<file path="src/rtl/except_ctrl_pkg.sv">
// except_ctrl_pkg: shared cause codes, CP0 addresses, bus fields and FSM states for the MEM-stage exception arbiter.
package except_ctrl_pkg;
    localparam int STALL_W = 6;
    localparam logic STOP = 1'b1;
    localparam logic [31:0] EXC_NONE = 32'h0;
    localparam logic [31:0] EXC_INT  = 32'h1;
    localparam logic [31:0] EXC_ADEL = 32'h4;
    localparam logic [31:0] EXC_ADES = 32'h5;
    localparam logic [31:0] EXC_SYS  = 32'h8;
    localparam logic [31:0] EXC_BP   = 32'h9;
    localparam logic [31:0] EXC_RI   = 32'ha;
    localparam logic [31:0] EXC_OV   = 32'hc;
    localparam logic [31:0] EXC_TR   = 32'hd;
    localparam logic [31:0] EXC_ERET = 32'he;
    localparam logic [4:0] CP0_REG_STATUS = 5'd12;
    localparam logic [4:0] CP0_REG_CAUSE  = 5'd13;
    localparam logic [4:0] CP0_REG_EPC    = 5'd14;
    localparam int BUS_WE      = 37;
    localparam int BUS_ADDR_HI = 36;
    localparam int BUS_ADDR_LO = 32;
    localparam int BUS_DATA_HI = 31;
    localparam int FL_ADEL = 0;
    localparam int FL_ADES = 1;
    localparam int FL_RI   = 2;
    localparam int FL_SYS  = 3;
    localparam int FL_BRK  = 4;
    localparam int FL_TRAP = 5;
    localparam int FL_OV   = 6;
    localparam int FL_ERET = 7;
    typedef enum logic [1:0] {IDLE, FLUSH, BLOCK} state_t;
    typedef struct packed {
        logic [31:0] code;
        logic [31:0] bad_vaddr;
    } prio_t;
endpackage

</file>
<file path="src/rtl/except_ctrl_prio.sv">
// except_prio: combinational priority encoder turning exception flags and interrupt-pending into {code, bad_vaddr}.
module except_prio
    import except_ctrl_pkg::*;
(
    input  logic [7:0]  flags,
    input  logic        int_pending,
    input  logic        adel_if,
    input  logic [31:0] pc,
    input  logic [31:0] mem_vaddr,
    output prio_t       result
);
    logic pre_mem;
    assign pre_mem = flags[FL_RI] | flags[FL_SYS] | flags[FL_BRK] | flags[FL_TRAP] | flags[FL_OV];
    assign result.code = int_pending     ? EXC_INT  :
                         adel_if         ? EXC_ADEL :
                         flags[FL_RI]    ? EXC_RI   :
                         flags[FL_SYS]   ? EXC_SYS  :
                         flags[FL_BRK]   ? EXC_BP   :
                         flags[FL_TRAP]  ? EXC_TR   :
                         flags[FL_OV]    ? EXC_OV   :
                         flags[FL_ADEL]  ? EXC_ADEL :
                         flags[FL_ADES]  ? EXC_ADES :
                         flags[FL_ERET]  ? EXC_ERET : EXC_NONE;
    assign result.bad_vaddr = int_pending ? '0 :
                              adel_if     ? pc :
                              pre_mem     ? '0 :
                              (flags[FL_ADEL] | flags[FL_ADES]) ? mem_vaddr : '0;
endmodule

</file>
<file path="src/rtl/except_ctrl.sv">
// except_ctrl: MEM-stage exception arbiter feeding CP0, with registered flush/redirect and post-flush blocking.
// Optional EXC_COUNT_EN adds exc_cnt_o counting every accepted exception.
module except_ctrl
    import except_ctrl_pkg::*;
#(
    parameter logic [31:0] EXC_VECTOR   = 32'hBFC00380,
    parameter int          BLOCK_CYCLES = 2
) (
    input  logic               clk,
    input  logic               rst,
    input  logic [STALL_W-1:0] stall,
    input  logic               mem_valid_i,
    input  logic [31:0]        pc_i,
    input  logic               is_in_delayslot_i,
    input  logic [7:0]         exc_flags_i,
    input  logic               adel_if_i,
    input  logic [31:0]        mem_vaddr_i,
    input  logic [31:0]        cp0_status_i,
    input  logic [31:0]        cp0_cause_i,
    input  logic [31:0]        cp0_epc_i,
    input  logic [37:0]        wb_cp0_bus_i,
    output logic [31:0]        excepttype_o,
    output logic [31:0]        pc_o,
    output logic [31:0]        bad_vaddr_o,
    output logic               is_in_delayslot_o,
    output logic               flush_o,
    output logic [31:0]        new_pc_o
`ifdef EXC_COUNT_EN
    ,
    output logic [31:0]        exc_cnt_o
`endif
);
    localparam logic [2:0] CNT_INIT = 3'(BLOCK_CYCLES - 1);
    state_t state, state_n;
    logic [2:0] cnt, cnt_n;
    logic [4:0] bus_addr;
    logic [31:0] bus_data, status, cause, epc;
    logic int_pending, active, take;
    prio_t prio;
    logic unused;
    assign bus_addr = wb_cp0_bus_i[BUS_ADDR_HI:BUS_ADDR_LO];
    assign bus_data = wb_cp0_bus_i[BUS_DATA_HI:0];
    // Forward a same-cycle MTC0 so interrupt and ERET decisions see the newest value
    assign status = (wb_cp0_bus_i[BUS_WE] && bus_addr == CP0_REG_STATUS) ? bus_data : cp0_status_i;
    assign cause  = (wb_cp0_bus_i[BUS_WE] && bus_addr == CP0_REG_CAUSE)  ? bus_data : cp0_cause_i;
    assign epc    = (wb_cp0_bus_i[BUS_WE] && bus_addr == CP0_REG_EPC)    ? bus_data : cp0_epc_i;
    assign int_pending = |(cause[15:8] & status[15:8]) && status[0] && !status[1];
    assign unused = ^{stall[STALL_W-1:5], stall[3:0], status[31:16], status[7:2], cause[31:16], cause[7:0]};
    except_prio u_prio (
        .flags      (exc_flags_i),
        .int_pending(int_pending),
        .adel_if    (adel_if_i),
        .pc         (pc_i),
        .mem_vaddr  (mem_vaddr_i),
        .result     (prio)
    );
    assign active = mem_valid_i && stall[4] != STOP && state == IDLE && !rst;
    assign excepttype_o = active ? prio.code : '0;
    assign pc_o = active ? pc_i : '0;
    assign bad_vaddr_o = active ? prio.bad_vaddr : '0;
    assign is_in_delayslot_o = active && is_in_delayslot_i;
    assign take = excepttype_o != EXC_NONE;
    always_comb begin
        state_n = state;
        cnt_n = cnt;
        case (state)
            IDLE: state_n = take ? FLUSH : IDLE;
            FLUSH: begin
                cnt_n = CNT_INIT;
                state_n = (BLOCK_CYCLES == 1) ? IDLE : BLOCK;
            end
            default: begin
                cnt_n = cnt - 3'd1;
                state_n = (cnt <= 3'd1) ? IDLE : BLOCK;
            end
        endcase
    end
    always_ff @(posedge clk) begin
        if (rst) begin
            state <= IDLE;
            cnt <= '0;
            flush_o <= 1'b0;
            new_pc_o <= '0;
        end else begin
            state <= state_n;
            cnt <= cnt_n;
            flush_o <= take;
            if (take) new_pc_o <= (excepttype_o == EXC_ERET) ? epc : EXC_VECTOR;
        end
    end
`ifdef EXC_COUNT_EN
    always_ff @(posedge clk) begin
        if (rst) exc_cnt_o <= '0;
        else if (take) exc_cnt_o <= exc_cnt_o + 32'd1;
    end
`endif
endmodule

</file>
<file path="config.mk">
export PLATFORM = sky130hd
export DESIGN_NAME = except_ctrl
export DESIGN_NICKNAME = d
export VERILOG_FILES = /design/src/rtl/except_ctrl_pkg.sv /design/src/rtl/except_ctrl_prio.sv /design/src/rtl/except_ctrl.sv
export SDC_FILE = /design/constraint.sdc
export NUM_CORES = 1
export LEC_CHECK = 0
export ABC_AREA = 1
export CAP_MARGIN = 40
export CORE_AREA = 2 2 134 136
export DETAILED_ROUTE_END_ITERATION = 7
export DIE_AREA = 0 0 136 138
export GPL_TIMING_DRIVEN = 0
export PLACE_DENSITY = 0.56
export REMOVE_ABC_BUFFERS = 1
export SYNTH_ARGS = -nofsm -noshare
export SYNTH_HDL_FRONTEND = slang
export SYNTH_SLANG_ARGS = --single-unit
</file>
<file path="constraint.sdc">
create_clock -name clk -period 2.09 [get_ports clk]
set_input_delay 0.3135 -clock clk [delete_from_list [all_inputs] [get_ports clk]]
set_output_delay 0.3135 -clock clk [all_outputs]
set_load 0.01 [all_outputs]
</file>
Word level (Yosys, flattened, before mapping)
Index checks and enable logic that the tools add are counted.

Register bits after elaboration: 38. Bits of input ports: 217. Output and inout bits: 130. Logic and storage cells: 57.

$add $sub $neg: 1. Order comparisons: 1. Eq/ne operators: 5. Mux-type cells: 25. Bitwise logic cells: 7. Reductions and logical operators: 14.

Operators by type and width (number): $mux 32 (18); $eq 32x4->1 const B (1); $mux 16 (2); $reduce_bool 32->1 (1); $eq 5x4->1 const B (3); $logic_and 1x1->1 (9); $and 8x8->8 (1); $reduce_or 8->1 (1); $pmux 3 s2 (1); $or 1x1->1 (5); $mux 4 (1); $pmux 2 s2 (1); $le 3x1->1 const B (1); $sub 3x1->3 const B (1); $eq 2x1->1 const B (1); $logic_not 1->1 (2); $logic_not 2->1 (1); $mux 2 (1); $mux 1 (1); $not 1->1 (1).

Logic depth before layout (Yosys ltp)
Depth in word-level cells: 14. Depth in mapped cells: 16. Gate-level depth less buffers: 15.

Hierarchy
Synthesis repeated with hierarchy kept, for this count alone.

Cells, all modules: 806. Area total of the unflattened synthesis: 4411.7 um^2.

Modules (own cells, without submodules): except_ctrl (times used 1, cells each 573, area an instance 3175.5 um^2, sequential area each 760.7 um^2); except_prio (times used 1, cells each 233, area an instance 1236.2 um^2, sequential area each 0.0 um^2).

Least setup slack after synthesis
No wires, ideal clock.

Path type: input port to output port. Start: in adel_if_i. End: out bad_vaddr_o[16]. Data arrival time: 1.616 ns. Data required time: 1.776 ns. Path slack: 0.161 ns. Cell stages on the path: 6. Path buffers: 3. Cells stage by stage: clkbuf_1 > inv_1 > clkbuf_1 > clkbuf_1 > nand4_1 > a211oi_1.

Longest elaborated chain between the ends: 3.

Ends and longest elaborated chain: from (decl) (RTL line except_ctrl.sv:16) `input logic adel_if_i,`; $mux 32 (RTL line except_ctrl_prio.sv:25) `adel_if ? pc :`; $mux 32 (RTL line except_ctrl_prio.sv:24) `assign result.bad_vaddr = int_pending ? '0 :`; $mux 32 (RTL line except_ctrl.sv:60) `assign bad_vaddr_o = active ? prio.bad_vaddr : '0;`; to (decl) (RTL line except_ctrl.sv:24) `output logic [31:0] bad_vaddr_o,`.

Every way passes these cells.

Final worst setup path
Start: in wb_cp0_bus_i[36]. End: out bad_vaddr_o[25].

Longest elaborated chain between the ends: 9. Elaborated cells on any way between the ends: 13. Classes of those cells: eq/ne: 2; mux: 4; bitwise: 1; reduce/logical: 6.

Ends and longest elaborated chain: from (decl) (RTL line except_ctrl.sv:21) `input logic [37:0] wb_cp0_bus_i,`; $eq 5x4->1 (on tied branches) (RTL line except_ctrl.sv:45, except_ctrl.sv:44); $logic_and 1x1->1 (on tied branches) (RTL line except_ctrl.sv:45, except_ctrl.sv:44); $mux 16 (on tied branches) (RTL line except_ctrl.sv:45, except_ctrl.sv:44); $and 8x8->8 (RTL line except_ctrl.sv:47) `assign int_pending = |(cause[15:8] & status[15:8]) && status[0] && !status[1];`; $reduce_or 8->1 (RTL line except_ctrl.sv:47); $logic_and 1x1->1 (RTL line except_ctrl.sv:47); $logic_and 1x1->1 (*) (RTL line except_ctrl.sv:47); $mux 32 (*) (RTL line except_ctrl_prio.sv:24); $mux 32 (*) (RTL line except_ctrl.sv:60).

Mark *: on every way between the ends. The rest lies on a longest branch, timed or not.

==> summary.txt <==
Yosys
  • Synth Instances: 541
  • Mapped Avg Cell Area: 6.24 um2
  • Cell area after synthesis: 0.00338 mm2
  • Yosys warnings: 0
  • Post-synthesis sequential area ratio: 22.5%
  • Seq cells post-synth: 38
  • Async set-or-reset flop fraction in the synthesized netlist: 0%
  • Number of flops mapped to enable cells by yosys: 0
  • Yosys cell types: 37
  • Top FF cell, synth: dfxtp_1

GRT
  • Largest net degree at the start of global routing: 29
  • GR Overflow Total: 0
  • All-Layer GR Usage: 18.1%
  • Number of global-route vias before repair: 4748
  • Busiest grt layer: met2
  • Met2 usage: 32.6%
  • Met3 Resource Use GR: 4.88%
  • Initial antenna violation count: 0
  • GRT met1 Usage: 21.1%
  • First-pass GRT wire length: 26.6 mm

Timing
  • Final hold vios: 0
  • Post-route setup TNS: -2100 ps
  • Max Transition Viols Final: 0
  • Final period util: 107%
  • Final worst setup slack: -156 ps
  • RSZ-0062 raised after global routing: true
  • Period minus WS final: 2250 ps
  • Max frequency: 445 MHz
  • Setup-failing EPs final: 35
  • Fin Clk Skew: 2.00 ps

Floorplanning
  • Die W: 136 um
  • Ports: 347
  • Die height: 138 um
  • Core region area: 0.0175 mm2
  • Full die area: 0.0188 mm2
  • Starting density of the core: 19.3%
  • Std cell rows: 49

Route
  • Via count of the routed design: 4898
  • Post-DRT Antenna Nets: 0
  • WL/cell: 16.5 um
  • DR iter-0 viols: 180
  • Final WL: 18.3 mm
  • Routed vias/inst: 4.42
  • DRC Markers: 0
  • TritonRoute pass-1 iters: 4

Final layout
  • # diodes: 0
  • P&R area growth vs syn: 131%
  • Share of layout cells above drive strength 1: 39.1%
  • Fillers: 1801
  • Final nets: 1097

Setup path
  • Worst-path maximum fanout: 6
  • Crit path launch type: input pin
  • CP endpoint kind: output pin
  • Critical path class: input pin to output pin
  • CP required: 1780 ps
  • R2R Setup Slk: 110 ps
  • CP Data Arrival Time: 1930 ps

CTS
  • CTS buffer count: 5
  • Clock sink count: 38
  • CTS Root Cell: clkbuf_16
  • CTS tree: yes
  • H-tree Lvls: 2
  • Clock Tree Buf Depth: 2
  • Clock transition at path regs: 60 ps
  • CTS hold repair buffers: 0
  • Clk_lat worst skew: 280 ps

Placement
  • Routability cong.: 0.795
  • Pre-CTS setup slack: -1830 ps
  • IO Port Bufs: 267
  • Final HPWL DP: 11.3 mm

Outcome
  • Status: finished with violations
  • Failing checks: negative setup slack

Power and ir drop
  • Total power: 2750 uW
  • PwrDens: 352 mW/mm2
  • Max VDD drop: 0.210 mV
  • Static Leak: 0.00357 uW

Worst hold path
  • Hold Path Class: input pin to register

Job
  • Max cap viols: 0
[worst paths after layout]
check | startpoint | endpoint | cells after the start
min | rst | new_pc_o[18] | 2
max reg2reg | state[1] | new_pc_o[23] | 13
max | wb_cp0_bus_i[36] | bad_vaddr_o[25] | 14
min reg2reg | new_pc_o[26] | new_pc_o[26] | 2
[cell usage in the layout (no fill, tap or decap), types with 14 or more instances in the layout]
master / synthesis / final
a211oi_2: 0 / 16
a21oi_1: 39 / 21
a21oi_2: 0 / 18
buf_12: 0 / 14
buf_2: 3 / 55
buf_4: 34 / 54
buf_6: 2 / 14
clkdlybuf4s50_1: 0 / 163
conb_1: 1 / 28
dfxtp_1: 38 / 36
dlygate4sd2_1: 0 / 31
inv_1: 72 / 61
mux2_2: 23 / 23
nand2_1: 90 / 79
nand3_1: 40 / 22
nand3_2: 2 / 17
nand4_1: 19 / 19
nor2_1: 69 / 36
nor2_4: 2 / 25
o21ai_0: 17 / 14
[critical path: stages]
cell      delay, ps
buf_8           110
inv_6            60
nand2_8          70
nor2_4          200
nand3_2         100
nand3_2          90
nand2_2          70
nor2_4          120
nand2_4          80
nand2_8         130
buf_12          140
inv_16           40
a211oi_4        230
buf_2           170
[final cells by class]
cell class              instances  area, um2  area share, %
repair buffers                351       3300           42.3
multi-input cells             397       2880           36.9
flip-flops and latches         38        766           9.80
inverters                      76        333           4.26
well taps                     229        287           3.67
clock buffers                   7        133           1.70
repair inverters                9       80.1           1.03
clock inverters                 1       30.0          0.384
[timing repair]
item	in CTS	in global routing
gates cloned	15	3
endpoints found under the setup margin	103	88
setup buffers	66	10
resized for setup	438	115
pin swaps	48	20
[report_power, final]
group | internal (uW) | total [uW] | switching (uW)
logic | 600 | 1110 | 505
registers | 754 | 778 | 24.1
clock network | 565 | 870 | 306
total | 1920 | 2750 | 835
[cells in the mapped netlist (2+ instances only)]
cell | number | area share, %
nor4_1 | 2 | 0.37
buf_2 | 3 | 0.44
nand2_1 | 90 | 10
nor2_4 | 2 | 0.67
dfxtp_1 | 38 | 23
buf_4 | 34 | 7.6
nor2_1 | 69 | 7.7
buf_6 | 2 | 0.67
o21ai_1 | 5 | 0.74
inv_2 | 4 | 0.44
nand3_1 | 40 | 5.9
nand3_2 | 2 | 0.59
nand2b_1 | 14 | 2.6
ha_1 | 2 | 0.74
mux2_2 | 23 | 7.7
nand4_1 | 19 | 3.5
clkbuf_1 | 22 | 2.4
a21oi_1 | 39 | 5.8
nor3_1 | 3 | 0.44
a211oi_1 | 18 | 4.0
nand2_2 | 6 | 1.1
inv_1 | 72 | 8.0
or2_1 | 2 | 0.37
o21ai_0 | 17 | 2.5
[logic make-up after synthesis]
family / synth area share, %
flops: 22.5
buf+inv: 19.8
other cells: 0.111
mux: 7.67
compound gates: 14.2
fa+ha+maj: 0.741
simple gates: 34.9
[sequential cells by signal (all words and copies together), names as in the netlist]
signal / cells
flush_o: 1
new_pc_o: 32
cnt: 3
state: 2
[stage by stage]
| step | cells | utilization, % | instance area [um2] | hold WS [ps] |
|---|---|---|---|---|
| 2_1_floorplan | 505 | - | 3090 | 383 |
| 3_5_place_dp | 1006 | 35.0 | 6140 | 461 |
| 6_report | 1108 | 44.5 | 7810 | 407 |
| 5_1_grt | 1108 | 44.5 | 7810 | 419 |
| 4_1_cts | 1095 | 41.7 | 7310 | 473 |
| 3_3_place_gp | 1001 | 34.5 | 6050 | 447 |
[layer usage]
| layer | part of all wire, % | up-vias |
|---|---|---|
| met2 | 51 | 224 |
| met4 | 1.7 | 0 |
| met3 | 9.2 | 22 |
| li1 | - | 2382 |
| met1 | 38 | 2270 |
| met5 | 0 | - |
(Power assumes the default switching activity.)
